**src/rtl/countdown_timer.sv**
```systemverilog
// Loadable down-counter with start/pause/stop control, expiry pulse,
// optional auto-reload and a saturating expiration counter.
module countdown_timer #(
  parameter int WIDTH = 4,
  parameter int EXP_W = 8
) (
  input  logic             clk,
  input  logic             rst,
  input  logic             load_valid,
  output logic             load_ready,
  input  logic [WIDTH-1:0] load_value,
  input  logic             auto_reload,
  input  logic             start,
  input  logic             pause,
  input  logic             stop,
  output logic [WIDTH-1:0] count,
  output logic             busy,
  output logic             expired,
  output logic [EXP_W-1:0] exp_count
);

  localparam logic [1:0] S_IDLE   = 2'd0;
  localparam logic [1:0] S_ARMED  = 2'd1;
  localparam logic [1:0] S_RUN    = 2'd2;
  localparam logic [1:0] S_PAUSED = 2'd3;

  logic [1:0]       state_q, state_d;
  logic [WIDTH-1:0] count_q, count_d;
  logic [WIDTH-1:0] reload_q, reload_d;
  logic             auto_q, auto_d;
  logic             expired_q, expired_d;
  logic [EXP_W-1:0] exp_q, exp_d;
  logic             hs;

  assign load_ready = (state_q == S_IDLE) || (state_q == S_ARMED);
  assign hs         = load_valid && load_ready;

  always_comb begin
    state_d   = state_q;
    count_d   = count_q;
    reload_d  = reload_q;
    auto_d    = auto_q;
    expired_d = 1'b0;
    exp_d     = exp_q;
    if (hs) begin
      count_d  = load_value;
      reload_d = load_value;
      auto_d   = auto_reload;
    end
    unique case (state_q)
      S_IDLE: begin
        if (hs) state_d = S_ARMED;
      end
      S_ARMED: begin
        if (hs)         state_d = S_ARMED;
        else if (stop)  state_d = S_IDLE;
        else if (start) state_d = S_RUN;
      end
      S_RUN: begin
        if (stop) begin
          state_d = S_IDLE;
        end else if (pause) begin
          state_d = S_PAUSED;
        end else if (count_q != '0) begin
          count_d = count_q - WIDTH'(1);
        end else begin
          // terminal count: pulse, tally, then reload or retire
          expired_d = 1'b1;
          if (exp_q != '1) exp_d = exp_q + EXP_W'(1);
          if (auto_q) count_d = reload_q;
          else        state_d = S_IDLE;
        end
      end
      S_PAUSED: begin
        if (stop)        state_d = S_IDLE;
        else if (!pause) state_d = S_RUN;
      end
      default: state_d = S_IDLE;
    endcase
  end

  always_ff @(posedge clk) begin
    if (rst) begin
      state_q   <= S_IDLE;
      count_q   <= '0;
      reload_q  <= '0;
      auto_q    <= 1'b0;
      expired_q <= 1'b0;
      exp_q     <= '0;
    end else begin
      state_q   <= state_d;
      count_q   <= count_d;
      reload_q  <= reload_d;
      auto_q    <= auto_d;
      expired_q <= expired_d;
      exp_q     <= exp_d;
    end
  end

  assign count     = count_q;
  assign busy      = (state_q == S_RUN) || (state_q == S_PAUSED);
  assign expired   = expired_q;
  assign exp_count = exp_q;

endmodule
```
**config.mk**
```make
export PLATFORM = sky130hd
export DESIGN_NAME = countdown_timer
export DESIGN_NICKNAME = d
export VERILOG_FILES = /design/src/rtl/countdown_timer.sv
export SDC_FILE = /design/constraint.sdc
export NUM_CORES = 1
export LEC_CHECK = 0
export BUFFER_PORTS_ARGS = -buffer_cell sky130_fd_sc_hd__clkbuf_2
export CORE_MARGIN = 4
export CORE_UTILIZATION = 46
export CTS_CLUSTER_SIZE = 20
export DETAILED_ROUTE_END_ITERATION = 16
export GPL_ROUTABILITY_DRIVEN = 0
export GPL_TIMING_DRIVEN = 0
export PLACE_DENSITY = 0.85
export SETUP_SLACK_MARGIN = 0.4
export SYNTH_ARGS = -nofsm -noshare
export SYNTH_HDL_FRONTEND = slang
export SYNTH_SLANG_ARGS = --single-unit
```
**constraint.sdc**
```tcl
create_clock -name clk -period 1.93 [get_ports clk]
set_clock_uncertainty 0.2 [all_clocks]
set_input_delay 0.0965 -clock clk [delete_from_list [all_inputs] [get_ports clk]]
set_output_delay 0.0965 -clock clk [all_outputs]
set_load 0.005 [all_outputs]
```
---- Word level (Yosys, flattened, before mapping) ----
Index checks and enable logic that the tools add are counted.
cells by class
  equal/unequal tests ..................... 9
  add/subtract/negate cells ............... 2
  reductions and logical operators ........ 8
  bitwise logic cells ..................... 4
  mux-type cells .......................... 18
operators by type and width
  operator                                              count
  two-way mux 4 bit                                     6
  two-way mux 2 bit                                     10
  != test 4 bit (second input constant)                 3
  AND reduction 5 bit                                   2
  adder 8 x 1 -> 8 bit (second input constant)          1
  != test 8 bit (second input constant)                 1
  case mux 2 bit (4 select lines)                       1
  equality test 2 bit (second input constant)           2
  inverter 1 bit                                        4
  nonzero test 4 bit                                    1
  OR reduction 4 bit                                    1
  subtractor 4 x 1 -> 4 bit (second input constant)     1
  != test 3 bit (second input constant)                 1
  equality test 2 x 1 -> 1 bit (second input constant)  1
  logical NOT 2 bit                                     1
  logical OR 1 bit                                      2
  != test 2 bit (second input constant)                 1
  logical AND 1 bit                                     1
  two-way mux 1 bit                                     1
word-level totals
  input port bits ......................... 11
  word-level logic and storage cells ...... 47
  output and inout bits ................... 15
  register bits after elaboration ......... 20

---- Longest topological paths before layout ----
  depth after elaboration ................. 9
  gate-level depth with buffers ........... 6

---- Worst setup path before layout ----
No wires, ideal clock.
  path type ............................... register to register
  from .................................... reg count_q[0], in the netlist count[0]
  to ...................................... reg count_q[2], in the netlist count[2]
  stages on the path, launching flop included .. 7
  arrival ................................. 1.663 ns
  setup slack ............................. -0.024 ns
  cell sequence ........................... dfxtp_1 -> inv_1 -> ha_1 -> or3b_2 -> o21ai_1 -> nor3_1 -> a311oi_1
on the way
  cells in the longest elaborated chain, start to end .. 5
  elaborated cells between the ends (all ways) .. 6
  classes of those cells .................. add/sub: 1; mux: 4; reduce/logical: 1
RTL lines
  what                                                                    line    RTL
  start, declared                                                         28      logic [WIDTH-1:0] count_q, count_d;
  start signal, assigned                                                  92      count_q <= count_d;
  subtractor 4 x 1 -> 4 bit / nonzero test 4 bit (equally long branches)  65, 64
  two-way mux 4 bit *                                                     64      end else if (count_q != '0) begin
  two-way mux 4 bit *                                                     62      end else if (pause) begin
  two-way mux 4 bit *                                                     60      if (stop) begin
  two-way mux 4 bit *                                                     50      unique case (state_q)
Every way passes the cells marked *; elsewhere a longest branch is shown, timed or not.
A chain may end at the register's enable or synchronous reset.

---- Final worst setup path ----
  from .................................... reg count_q[1], in the netlist count[1]
  to ...................................... reg exp_q[7], in the netlist exp_count[7]
on the way
  cells in the longest elaborated chain, start to end .. 3
RTL lines
  what                                  line  RTL
  nonzero test 4 bit                    64
  inverter 1 bit (no source line)       --
  AND reduction 5 bit (no source line)  --
  end signal, assigned                  96    exp_q <= exp_d;
  end, declared                         32    logic [EXP_W-1:0] exp_q, exp_d;
Every way passes these cells.

==> flow_metrics.py <==
metrics = {
    "synth": {
        "synth-edff-count": 0,
        "synthArstFlopShare": 0,
        "synth_area_per_cell_um2": 8.46,
        "seq_area_frac_synth": 0.395,
        "synthCells": 120,
        "synth_area_um2": 1010,
        "synthTopCellsByArea": "dfxtp_1 39%, nand2_1 6.7%, a21oi_1 5.9%",
        "synth_top_cell_by_area": "dfxtp_1",
        "netlist_top_cells_count": "20 x dfxtp_1, 18 x nand2_1, 12 x a21oi_1",
        "synth.most_common_cell": "dfxtp_1",
        "yosys_warnings": 0,
        "synth_top_flop_cell": "dfxtp_1",
        "synth_top_area_frac": 0.395,
        "synth.ff_latch_count": 20,
        "synth_cell_type_count": 38,
        "synth_fp_nets": 133,
    },
    "power": {
        "total_power_uw": 940,
        "p_leak_nw": 0.650,
        "power_per_cell_area_nw_per_um2": 602,
        "ir_drop_mv": 0.430,
    },
    "timing": {
        "max_freq_mhz": 524,
        "drv_slew": 0,
        "setup_slack_ps": 23.0,
        "layout_min_cycle_time_ps": 1910,
        "slew_headroom": 0.653,
        "final-hold-violation-count": 0,
        "setup_viol": 0,
        "tns_ps": 0,
        "rsz0062_at_grt": "true",
        "fin_crit_sh": 0.988,
        "timing.hold.ws_ps": 19.0,
        "worst_pin_slew_ps": 520,
    },
    "outcome": {
        "status": "finished, final reports clean",
    },
    "floorplanning": {
        "initial_utilization": 0.502,
        "fp.dieH_um": 55.0,
        "core-area_um2": 2020,
        "die_w_um": 55.0,
        "fp-row-count": 16,
        "die_area_um2": 3020,
        "io_pins": 26,
    },
    "worst_setup_path": {
        "arrival_ps": 1950,
        "worstReg2RegEnd": "exp_count[7]",
        "rr_startpoint": "count[1]",
        "required_ps": 1970,
        "critPathKind": "register to register",
        "reg2reg_depth": 6,
        "end_kind": "register",
        "crit_fanout": 5,
        "crit_path_start_kind": "register",
        "reg2reg_slack_ps": 20,
    },
    "clock_tree": {
        "cts_inserted_buffers": 3,
        "cts_sinks": 20,
        "clockBufferDepth": 2,
        "h-tree-depth": 1,
        "cts_tree": "built",
        "insertion_delay_ps": 300,
        "clockRootBuffer": "clkbuf_4",
        "cts.clk_slew.worst_paths_ps": 120,
    },
    "drt": {
        "routedWlPerCell_um": 16.2,
        "drt_iter0_drc": 33,
        "first_pass_iters": 5,
        "wirelength_mm": 3.25,
        "vias_per_cell": 5.76,
        "drc": 0,
        "postRouteAntennaNets": 0,
        "vias": 1157,
    },
    "global_route": {
        "grt_max_degree": 13,
        "first_global_vias": 1094,
        "grt_pass1_wl_mm": 5.13,
        "antenna_found_initial": 0,
        "grt_usage": 0.238,
        "grt_remaining_overflow": 0,
    },
    "finish": {
        "diodes": 0,
        "fillers": 127,
        "drive_gt1_frac": 0.420,
        "area_growth_pct": 53.9,
        "stdcell_area_um2": 1560,
        "finalNonFillerCells": 201,
        "post-route-util": 0.772,
        "seqCellArea_um2": 413,
        "layout.nets": 188,
        "multi_input_area_um2": 662,
    },
    "hold_path": {
        "hp-class": "input port to register",
        "hold_path_end": "state_q[1]",
        "min-delay-start": "stop",
        "hold_depth": 4,
    },
    "placement": {
        "port_buffers": 24,
        "place_ws_ps": -82.8,
        "dp_cells": 171,
        "placed_area_um2": 1190,
        "dp_hpwl_mm": 1.78,
    },
    "job": {
        "maxCapViolations": 0,
    },
}
-- layer usage --
| metal | routed length [um] | track usage | share of wire |
|---|---|---|---|
| met1 | 1220 | 0.274 | 0.37 |
| met4 | 132 | 0.138 | 0.041 |
| met2 | 1690 | 0.417 | 0.52 |
| met3 | 209 | 0.0349 | 0.064 |
| met5 | 0 | 0 | 0 |
-- worst max-delay path: stages, from the launching register on --
cell	delay, ps
dfxtp_4	380
inv_4	60
ha_4	140
nor3b_4	340
o2111ai_4	200
or3_1	410
a21oi_2	110
-- area by class of cell --
cell class,instances,area share
Buffer,4,0.0104
Clock buffer,3,0.0144
Clock inverter,1,0.0192
Tap cell,27,0.0216
Multi-Input combinational cell,89,0.424
Timing Repair Buffer,50,0.226
Inverter,7,0.0200
Sequential cell,20,0.264
-- placed cells by master (no fill, tap or decap), types with 3 or more instances in the layout --
cell / netlist / routed
nor2_1: 7 / 7
dfxtp_1: 20 / 14
a31oi_1: 3 / 3
nand2_1: 18 / 18
clkbuf_2: 0 / 25
dlygate4sd3_1: 0 / 6
a21oi_1: 12 / 10
dfxtp_2: 0 / 4
buf_4: 0 / 14
or3_1: 3 / 3
xor2_1: 3 / 3
o31ai_1: 3 / 3
o21ai_0: 6 / 5
clkbuf_4: 0 / 3
inv_1: 7 / 5
buf_6: 0 / 6
-- kinds of logic after synthesis --
logic type,synth area share
AOI/OAI and AO/OA,0.238
xor gates and xnor gates,0.0259
adders and majority gates,0.0247
buffers and inverters,0.0407
DFF,0.395
muxes,0.00986
and+or+nand+nor,0.266
-- state kept, by name, indices dropped and copies added (netlist names) --
signal / cells
auto_q: 1
count: 4
exp_count: 8
expired: 1
reload_q: 4
state_q: 2
-- timing repair --
item                       4_1_cts  5_1_grt
gates resized for setup         14       13
hold buffers                     6        0
hold endpoints to repair         9        0
setup endpoints to repair       14       19
buffers inserted                15        5
pin swaps                       11        8
-- power by group --
part / total, mW / internal (mW) / switching (mW) / leakage [nW]
combinational: 0.151 / 0.0744 / 0.0769 / 0.456
sequential: 0.445 / 0.424 / 0.0203 / 0.166
clock: 0.344 / 0.210 / 0.135 / 0.0279
total: 0.940 / 0.708 / 0.232 / 0.650
-- how the worst max path moves through the flow --
| stage | start | end | slack [ps] | cells after the start |
|---|---|---|---|---|
| final | count[1] | exp_count[7] | 20 | 6 |
| after global placement | count[0] | exp_count[7] | -50 | 6 |
| after floorplan | count[1] | exp_count[6] | 120 | 6 |
| after global routing | count[1] | exp_count[7] | -60 | 6 |
| after CTS | count[0] | exp_count[5] | 80 | 6 |
| after detailed placement | count[0] | exp_count[5] | -80 | 6 |
Power figures use the tool's default switching activity.
